--- config.mk ---
export PLATFORM = sky130hd
export DESIGN_NAME = reg_file_mp_flat
export DESIGN_NICKNAME = d
export VERILOG_FILES = /design/src/rtl/rf_pkg.sv /design/src/rtl/reg_file_mp_if.sv /design/src/rtl/rf_read_port.sv /design/src/rtl/reg_file_mp.sv /design/src/flat_wrapper.sv
export SDC_FILE = /design/constraint.sdc
export NUM_CORES = 2
export LEC_CHECK = 0
export CAP_MARGIN = 10
export CORE_AREA = 2 2 500 502
export DETAILED_ROUTE_END_ITERATION = 6
export DIE_AREA = 0 0 502 504
export SETUP_SLACK_MARGIN = 0.1
export SYNTH_ARGS = -nofsm -noshare
export SYNTH_HDL_FRONTEND = slang
export SYNTH_SLANG_ARGS = --single-unit
--- constraint.sdc ---
create_clock -name clk -period 6.72 [get_ports clk]
set_input_delay 1.344 -clock clk [delete_from_list [all_inputs] [get_ports clk]]
set_output_delay 1.344 -clock clk [all_outputs]
set_load 0.03 [all_outputs]
--- src/rtl/rf_pkg.sv ---
// Shared definitions for the multi-port register file.
package rf_pkg;

    localparam int unsigned RF_DATA_W = 32;
    localparam int unsigned RF_NREGS  = 32;

    // Address width needed to index n registers.
    function automatic int unsigned rf_aw(input int unsigned n);
        for (int unsigned w = 0; w < 32; w++) begin
            if ((64'd1 << w) >= 64'(n)) return w;
        end
        return 32;
    endfunction

endpackage

--- src/rtl/reg_file_mp_if.sv ---
// Bus bundle for reg_file_mp: read ports, two write ports, scoreboard set,
// pending count and the debug read port.
interface reg_file_mp_if
    import rf_pkg::*;
#(
    parameter int unsigned DATA_W = RF_DATA_W,
    parameter int unsigned NREGS  = RF_NREGS,
    parameter int unsigned NRD    = 2
);
    localparam int unsigned AW = rf_aw(NREGS);

    logic [NRD*AW-1:0]     rd_addr;
    logic [NRD*DATA_W-1:0] rd_data;
    logic [NRD-1:0]        rd_pending;

    logic                  wr0_en;
    logic [AW-1:0]         wr0_addr;
    logic [DATA_W-1:0]     wr0_data;

    logic                  wr1_en;
    logic [AW-1:0]         wr1_addr;
    logic [DATA_W-1:0]     wr1_data;

    logic                  sb_set_en;
    logic [AW-1:0]         sb_set_addr;
    logic [AW:0]           pend_cnt;

    logic [AW-1:0]         dbg_addr;
    logic [DATA_W-1:0]     dbg_data;

    modport master (
        output rd_addr, wr0_en, wr0_addr, wr0_data,
        output wr1_en, wr1_addr, wr1_data, sb_set_en, sb_set_addr, dbg_addr,
        input  rd_data, rd_pending, pend_cnt, dbg_data
    );

    modport slave (
        input  rd_addr, wr0_en, wr0_addr, wr0_data,
        input  wr1_en, wr1_addr, wr1_data, sb_set_en, sb_set_addr, dbg_addr,
        output rd_data, rd_pending, pend_cnt, dbg_data
    );

endinterface

--- src/rtl/rf_read_port.sv ---
// One combinational read port: register select, address-0 zeroing,
// optional same-cycle write forwarding and pending-bit lookup.
module rf_read_port
    import rf_pkg::*;
#(
    parameter int unsigned DATA_W = RF_DATA_W,
    parameter int unsigned NREGS  = RF_NREGS,
    parameter bit          BYPASS = 1'b1,
    localparam int unsigned AW    = rf_aw(NREGS)
) (
    input  logic [AW-1:0]     addr,
    input  logic [DATA_W-1:0] regs [NREGS],
    input  logic [NREGS-1:0]  pend,
    input  logic              wr0_en,
    input  logic [AW-1:0]     wr0_addr,
    input  logic [DATA_W-1:0] wr0_data,
    input  logic              wr1_en,
    input  logic [AW-1:0]     wr1_addr,
    input  logic [DATA_W-1:0] wr1_data,
    input  logic              set_en,
    input  logic [AW-1:0]     set_addr,
    output logic [DATA_W-1:0] data,
    output logic              pending
);

    // Select stored value, then override with forwarded write data (wr1 first).
    // A same-cycle wr1 hides the pending bit unless a set hits the same register.
    always_comb begin
        data    = regs[addr];
        pending = pend[addr];
        if (addr == '0) begin
            data    = '0;
            pending = 1'b0;
        end else if (BYPASS) begin
            if (wr1_en && wr1_addr == addr) begin
                data = wr1_data;
                if (!(set_en && set_addr == addr)) pending = 1'b0;
            end else if (wr0_en && wr0_addr == addr) begin
                data = wr0_data;
            end
        end
    end

endmodule

--- src/rtl/reg_file_mp.sv ---
// Multi-port register file with two write ports, a pending-write scoreboard
// with population count, and a non-forwarding debug read port.
module reg_file_mp
    import rf_pkg::*;
#(
    parameter int unsigned DATA_W = RF_DATA_W,
    parameter int unsigned NREGS  = RF_NREGS,
    parameter int unsigned NRD    = 2,
    parameter bit          BYPASS = 1'b1
) (
    input  logic         clk,
    input  logic         rst_n,
    reg_file_mp_if.slave bus
);

    localparam int unsigned AW = rf_aw(NREGS);

    logic [DATA_W-1:0] regs [NREGS];
    logic [NREGS-1:0]  pend;
    logic [NREGS-1:0]  pend_nxt;
    logic [AW:0]       cnt;

    logic wr1_hit;
    logic set_hit;
    logic set_new;
    logic clr_eff;

    assign wr1_hit = bus.wr1_en && (bus.wr1_addr != '0);
    assign set_hit = bus.sb_set_en && (bus.sb_set_addr != '0);

    // Count only real transitions: a set on a pending bit is a no-op, and a
    // clear colliding with a set on the same register is overridden by it.
    assign set_new = set_hit && !pend[bus.sb_set_addr];
    assign clr_eff = wr1_hit && pend[bus.wr1_addr]
                     && !(set_hit && (bus.sb_set_addr == bus.wr1_addr));

    // Register storage; wr1 overrides wr0 on the same address, register 0 stays zero.
    always_ff @(posedge clk or negedge rst_n) begin
        if (!rst_n) begin
            for (int unsigned i = 0; i < NREGS; i++) regs[i] <= '0;
        end else begin
            for (int unsigned i = 1; i < NREGS; i++) begin
                if (bus.wr1_en && bus.wr1_addr == AW'(i)) begin
                    regs[i] <= bus.wr1_data;
                end else if (bus.wr0_en && bus.wr0_addr == AW'(i)) begin
                    regs[i] <= bus.wr0_data;
                end
            end
        end
    end

    // Next pending vector: wr1 clears, set applied last so it wins.
    always_comb begin
        pend_nxt = pend;
        if (wr1_hit) pend_nxt[bus.wr1_addr] = 1'b0;
        if (set_hit) pend_nxt[bus.sb_set_addr] = 1'b1;
        pend_nxt[0] = 1'b0;
    end

    // Pending bits and their running count.
    always_ff @(posedge clk or negedge rst_n) begin
        if (!rst_n) begin
            pend <= '0;
            cnt  <= '0;
        end else begin
            pend <= pend_nxt;
            if (set_new && !clr_eff) begin
                cnt <= cnt + 1'b1;
            end else if (clr_eff && !set_new) begin
                cnt <= cnt - 1'b1;
            end
        end
    end

    assign bus.pend_cnt = cnt;
    assign bus.dbg_data = (bus.dbg_addr == '0) ? '0 : regs[bus.dbg_addr];

    logic [DATA_W-1:0] rd_data_a [NRD];
    logic [NRD-1:0]    rd_pend_a;

    for (genvar g = 0; g < NRD; g++) begin : g_rd
        rf_read_port #(
            .DATA_W (DATA_W),
            .NREGS  (NREGS),
            .BYPASS (BYPASS)
        ) u_rd (
            .addr     (bus.rd_addr[g*AW +: AW]),
            .regs     (regs),
            .pend     (pend),
            .wr0_en   (bus.wr0_en),
            .wr0_addr (bus.wr0_addr),
            .wr0_data (bus.wr0_data),
            .wr1_en   (bus.wr1_en),
            .wr1_addr (bus.wr1_addr),
            .wr1_data (bus.wr1_data),
            .set_en   (bus.sb_set_en),
            .set_addr (bus.sb_set_addr),
            .data     (rd_data_a[g]),
            .pending  (rd_pend_a[g])
        );
    end

    // Pack per-port read data onto the bus.
    always_comb begin
        bus.rd_data = '0;
        for (int unsigned i = 0; i < NRD; i++) begin
            bus.rd_data[i*DATA_W +: DATA_W] = rd_data_a[i];
        end
    end

    assign bus.rd_pending = rd_pend_a;

endmodule
--- src/flat_wrapper.sv ---
// flat-port wrapper written by rule: the top's interface ports become plain ports
module reg_file_mp_flat import rf_pkg::*;
#(
    parameter int unsigned DATA_W = RF_DATA_W,
    parameter int unsigned NREGS  = RF_NREGS,
    parameter int unsigned NRD    = 2,
    parameter bit          BYPASS = 1'b1
)
  (clk, rst_n, bus_rd_addr, bus_wr0_en, bus_wr0_addr, bus_wr0_data, bus_wr1_en, bus_wr1_addr, bus_wr1_data, bus_sb_set_en, bus_sb_set_addr, bus_dbg_addr, bus_rd_data, bus_rd_pending, bus_pend_cnt, bus_dbg_data);
  reg_file_mp_if #(.DATA_W(DATA_W), .NREGS(NREGS), .NRD(NRD)) bus_i ();
  input  logic clk;
  input  logic rst_n;
  input wire logic [$bits(bus_i.rd_addr)-1:0] bus_rd_addr;
  input wire logic [$bits(bus_i.wr0_en)-1:0] bus_wr0_en;
  input wire logic [$bits(bus_i.wr0_addr)-1:0] bus_wr0_addr;
  input wire logic [$bits(bus_i.wr0_data)-1:0] bus_wr0_data;
  input wire logic [$bits(bus_i.wr1_en)-1:0] bus_wr1_en;
  input wire logic [$bits(bus_i.wr1_addr)-1:0] bus_wr1_addr;
  input wire logic [$bits(bus_i.wr1_data)-1:0] bus_wr1_data;
  input wire logic [$bits(bus_i.sb_set_en)-1:0] bus_sb_set_en;
  input wire logic [$bits(bus_i.sb_set_addr)-1:0] bus_sb_set_addr;
  input wire logic [$bits(bus_i.dbg_addr)-1:0] bus_dbg_addr;
  output wire logic [$bits(bus_i.rd_data)-1:0] bus_rd_data;
  output wire logic [$bits(bus_i.rd_pending)-1:0] bus_rd_pending;
  output wire logic [$bits(bus_i.pend_cnt)-1:0] bus_pend_cnt;
  output wire logic [$bits(bus_i.dbg_data)-1:0] bus_dbg_data;
  assign bus_i.rd_addr = bus_rd_addr;
  assign bus_i.wr0_en = bus_wr0_en;
  assign bus_i.wr0_addr = bus_wr0_addr;
  assign bus_i.wr0_data = bus_wr0_data;
  assign bus_i.wr1_en = bus_wr1_en;
  assign bus_i.wr1_addr = bus_wr1_addr;
  assign bus_i.wr1_data = bus_wr1_data;
  assign bus_i.sb_set_en = bus_sb_set_en;
  assign bus_i.sb_set_addr = bus_sb_set_addr;
  assign bus_i.dbg_addr = bus_dbg_addr;
  assign bus_rd_data = bus_i.rd_data;
  assign bus_rd_pending = bus_i.rd_pending;
  assign bus_pend_cnt = bus_i.pend_cnt;
  assign bus_dbg_data = bus_i.dbg_data;
  reg_file_mp #(.DATA_W(DATA_W), .NREGS(NREGS), .NRD(NRD), .BYPASS(BYPASS)) u_core (.clk(clk), .rst_n(rst_n), .bus(bus_i));
endmodule
==> impl_metrics.csv <==
group,metric,value,unit
outcome,status,"finished with violations",
outcome,failed_checks,"DRC",
clock_network,clk_pin_slew,0.06,ns
critical_path,critical_path_class,"in -> out",
clock_network,clk_latency,0.79,ns
pwr,powerDensity,294,nW/um2
sta,fin_skew,0.0259,ns
die,dieHeight,504,um
route,dr.first_iter.drc_count,10100,
placed_design,dp_slack,0.678,ns
clock_network,numCtsBuffers,111,
yosys,syn_avg_cell_area,11.0,um2
sta,clock.fmax,159,MHz
clock_network,clkSinkCount,1029,
yosys,ys.flop_type,"dfrtp_1",
sta,min_period,6.30,ns
route,drcViolationCount,38,
yosys,syn-num-nets,6822,
route,antenna_left,0,
sta,worst_pin_slew,1.42,ns
yosys,synthArstFlopShare,1.00,
final_layout,syn_to_final_growth,13.6,%
clock_network,cts_max_level,3,
critical_path,crit_arrival,4.96,ns
route,vias,62000,
placed_design,dpl.hpwl,187,mm
final_layout,finish.utilization,0.339,
yosys,synth-edff-count,0,
yosys,seq_area_frac_synth,0.348,
yosys,ys_ff_latch,1029,
global_route,grt_antenna_before_repair,13,
route,viasPerCell,6.28,
job,maxCapViolations,0,
pwr,p_sw_frac,0.341,
clock_network,postCtsResizedCells,0,
yosys,yosysUniqueCellTypes,58,
global_route,overflow,0,
sta,hold_ws,0.518,ns
final_layout,finalInstanceArea,84000,um2
die,core_region_area,248000,um2
critical_path,cp-start-kind,"primary input",
placed_design,place_area,80100,um2
die,die-area,253000,um2
sta,slew_headroom,0.0491,
sta,setup_violations,0,
die,rows,183,
sta,slew_violations,0,
global_route,grt_max_degree,162,
pwr,seqPwrFrac,0.392,
global_route,grt_pass1_vias,59700,
placed_design,globalplace.congestion,0.904,
critical_path,cp-end-kind,"primary output",
pwr,power_switching,8.41,mW
clock_network,cts_max_path_buffers,3,
yosys,synthCells,6717,
sta,post-route-period-util,0.938,
placed_design,dp_cells,9670,
critical_path,worstPathMaxFanout,39,
yosys,yosysWarnings,32,
sta,tns,0,ns
pwr,power.total,24.7,mW
route,wl,322,mm
global_route,grt_first_pass_wirelength,452,mm
die,ios,203,
die,initial_core_util,0.299,
sta,timing.final.ws_setup,0.415,ns
placed_design,port_buffers,202,
final_layout,drive_above_1_share,0.233,
route,dr.pass1.iters,7,
pwr,clockPowerShare,0.273,
clock_network,ctsHoldBuffers,0,
pwr,p_leak,33.8,nW
sta,rsz0062_at_grt,"false",
global_route,grt_usage,0.247,
clock_network,cts_root_buffer,"clkbuf_16",
pwr,vdd_drop_max,0.223,mV
min_path,hold_path_class,"reg -> reg",
clock_network,cts_setup_buffers,0,
final_layout,instances_no_fill,9883,
pwr,combPwrFrac,0.335,
yosys,synth_area,73900,um2
clock_network,cts_tree,"done",
die,die-width,502,um
critical_path,cp_data_required_time,5.38,ns
final_layout,nets,6558,
route,wire_per_inst,32.5,um
pwr,p_int,16.3,mW
sta,hold_viol,0,
-- worst paths after layout --
kind	from	endpoint	slack [ns]	cells past startpoint
min reg2reg	u_core.bus.pend_cnt[5]	u_core.bus.pend_cnt[5]	0.52	1
max	bus_rd_addr[1]	bus_rd_data[20]	0.42	8
max reg2reg	u_core.pend[19]	u_core.bus.pend_cnt[5]	3.04	12
min	u_core.bus.pend_cnt[5]	u_core.bus.pend_cnt[5]	0.52	1
min in group asynchronous	rst_n	u_core.regs[865]	0.64	1
max in group asynchronous	rst_n	u_core.regs[86]	4.49	2
-- cells in the final DEF, fill, tap and decap left out, types with 16 or more instances in the layout --
cell type,instances
o22ai_1,67
o22a_1,31
nor2_1,747
o32ai_1,32
nand2_4,23
inv_1,48
clkbuf_16,114
clkbuf_8,26
xnor2_1,19
o221ai_1,31
dfrtp_1,1029
clkinv_2,26
a21oi_1,672
mux2i_1,976
nand2_1,432
clkbuf_1,19
xor2_1,21
nor3_1,42
buf_4,260
a32oi_1,32
clkdlybuf4s50_1,122
a22o_1,98
o21ai_1,82
mux4_2,832
nor2_4,16
mux2_2,58
o21ai_0,333
mux2_1,72
buf_12,106
o41ai_1,30
-- synthesized netlist by cell type, types with 5 or more instances --
cell / n / area [um2]
buf_6: 42 / 473
o21ai_0: 333 / 1670
nand3_1: 12 / 60.1
nand2b_1: 10 / 62.6
nand3b_1: 9 / 67.6
o41ai_1: 31 / 272
nor2_1: 762 / 2860
xor2_1: 21 / 184
mux2i_1: 976 / 9770
mux4_2: 832 / 18700
nand4_1: 11 / 68.8
buf_1: 121 / 454
xnor2_1: 19 / 166
buf_2: 176 / 881
o221ai_1: 31 / 272
nor4_1: 8 / 50.1
and3_1: 5 / 31.3
o21ai_1: 82 / 410
dfrtp_1: 1029 / 25700
buf_4: 32 / 240
a21oi_1: 672 / 3360
a32oi_1: 32 / 280
inv_1: 48 / 180
mux2_2: 58 / 653
nand2_1: 456 / 1710
o32ai_1: 32 / 280
o22a_1: 31 / 272
nor3b_1: 6 / 45.0
o22ai_1: 67 / 419
a22o_1: 98 / 858
nor3_1: 45 / 225
clkbuf_1: 501 / 1880
nor2b_1: 15 / 93.8
mux2_1: 72 / 811
ha_1: 5 / 62.6
-- state kept, by name, indices dropped and copies added, names as in the netlist --
register / cells
u_core.regs: 992
u_core.pend: 31
u_core.bus.pend_cnt: 6
-- power by group through the flow --
stage | clock (mW) | sequential [mW] | combinational (mW)
floorplan | 0 | 9.06 | 5.73
global placement | 0 | 9.45 | 8.01
detailed placement | 0 | 9.62 | 8.20
CTS | 6.75 | 9.54 | 8.21
global route | 6.99 | 9.84 | 8.75
finish | 6.73 | 9.67 | 8.27
-- layout make-up --
| class | count | area, um2 |
|---|---|---|
| clock buffer | 159 | 3280 |
| fill | 24400 | 164000 |
| multi-input combinational | 4767 | 44600 |
| timing repair buffer | 496 | 5410 |
| tap | 3330 | 4170 |
| sequential | 1029 | 25700 |
| clock inverter | 48 | 581 |
| antenna | 6 | 15.0 |
| inverter | 48 | 180 |
-- kinds of logic (layout without fill, tap and decap cells) --
logic type,after synthesis,after routing,share of synthesized area
buf+inv,921,751,0.0556
mux,1938,1938,0.405
other cells,0,6,0
fa+ha+maj,6,6,0.00112
xor+xnor,40,40,0.00474
compound gates,1423,1423,0.111
flops,1029,1029,0.348
simple gates,1360,1360,0.0737
-- critical path, stage by stage --
cell and delay (ns):
buf_8 0.37, nor2b_4 0.96, buf_4 0.39, a22o_1 0.17, mux4_2 0.22, nor2_1 0.04, o32ai_1 1.17, buf_12 0.21
-- routing by layer --
metal	track usage	vias up	part of all wire
met5	0.000761	-	0.00027
met4	0.152	10	0.073
met3	0.0771	1237	0.13
met2	0.366	5193	0.44
met1	0.312	31000	0.35
li1	-	24600	-
No activity file was read; power rests on OpenSTA's default activity.
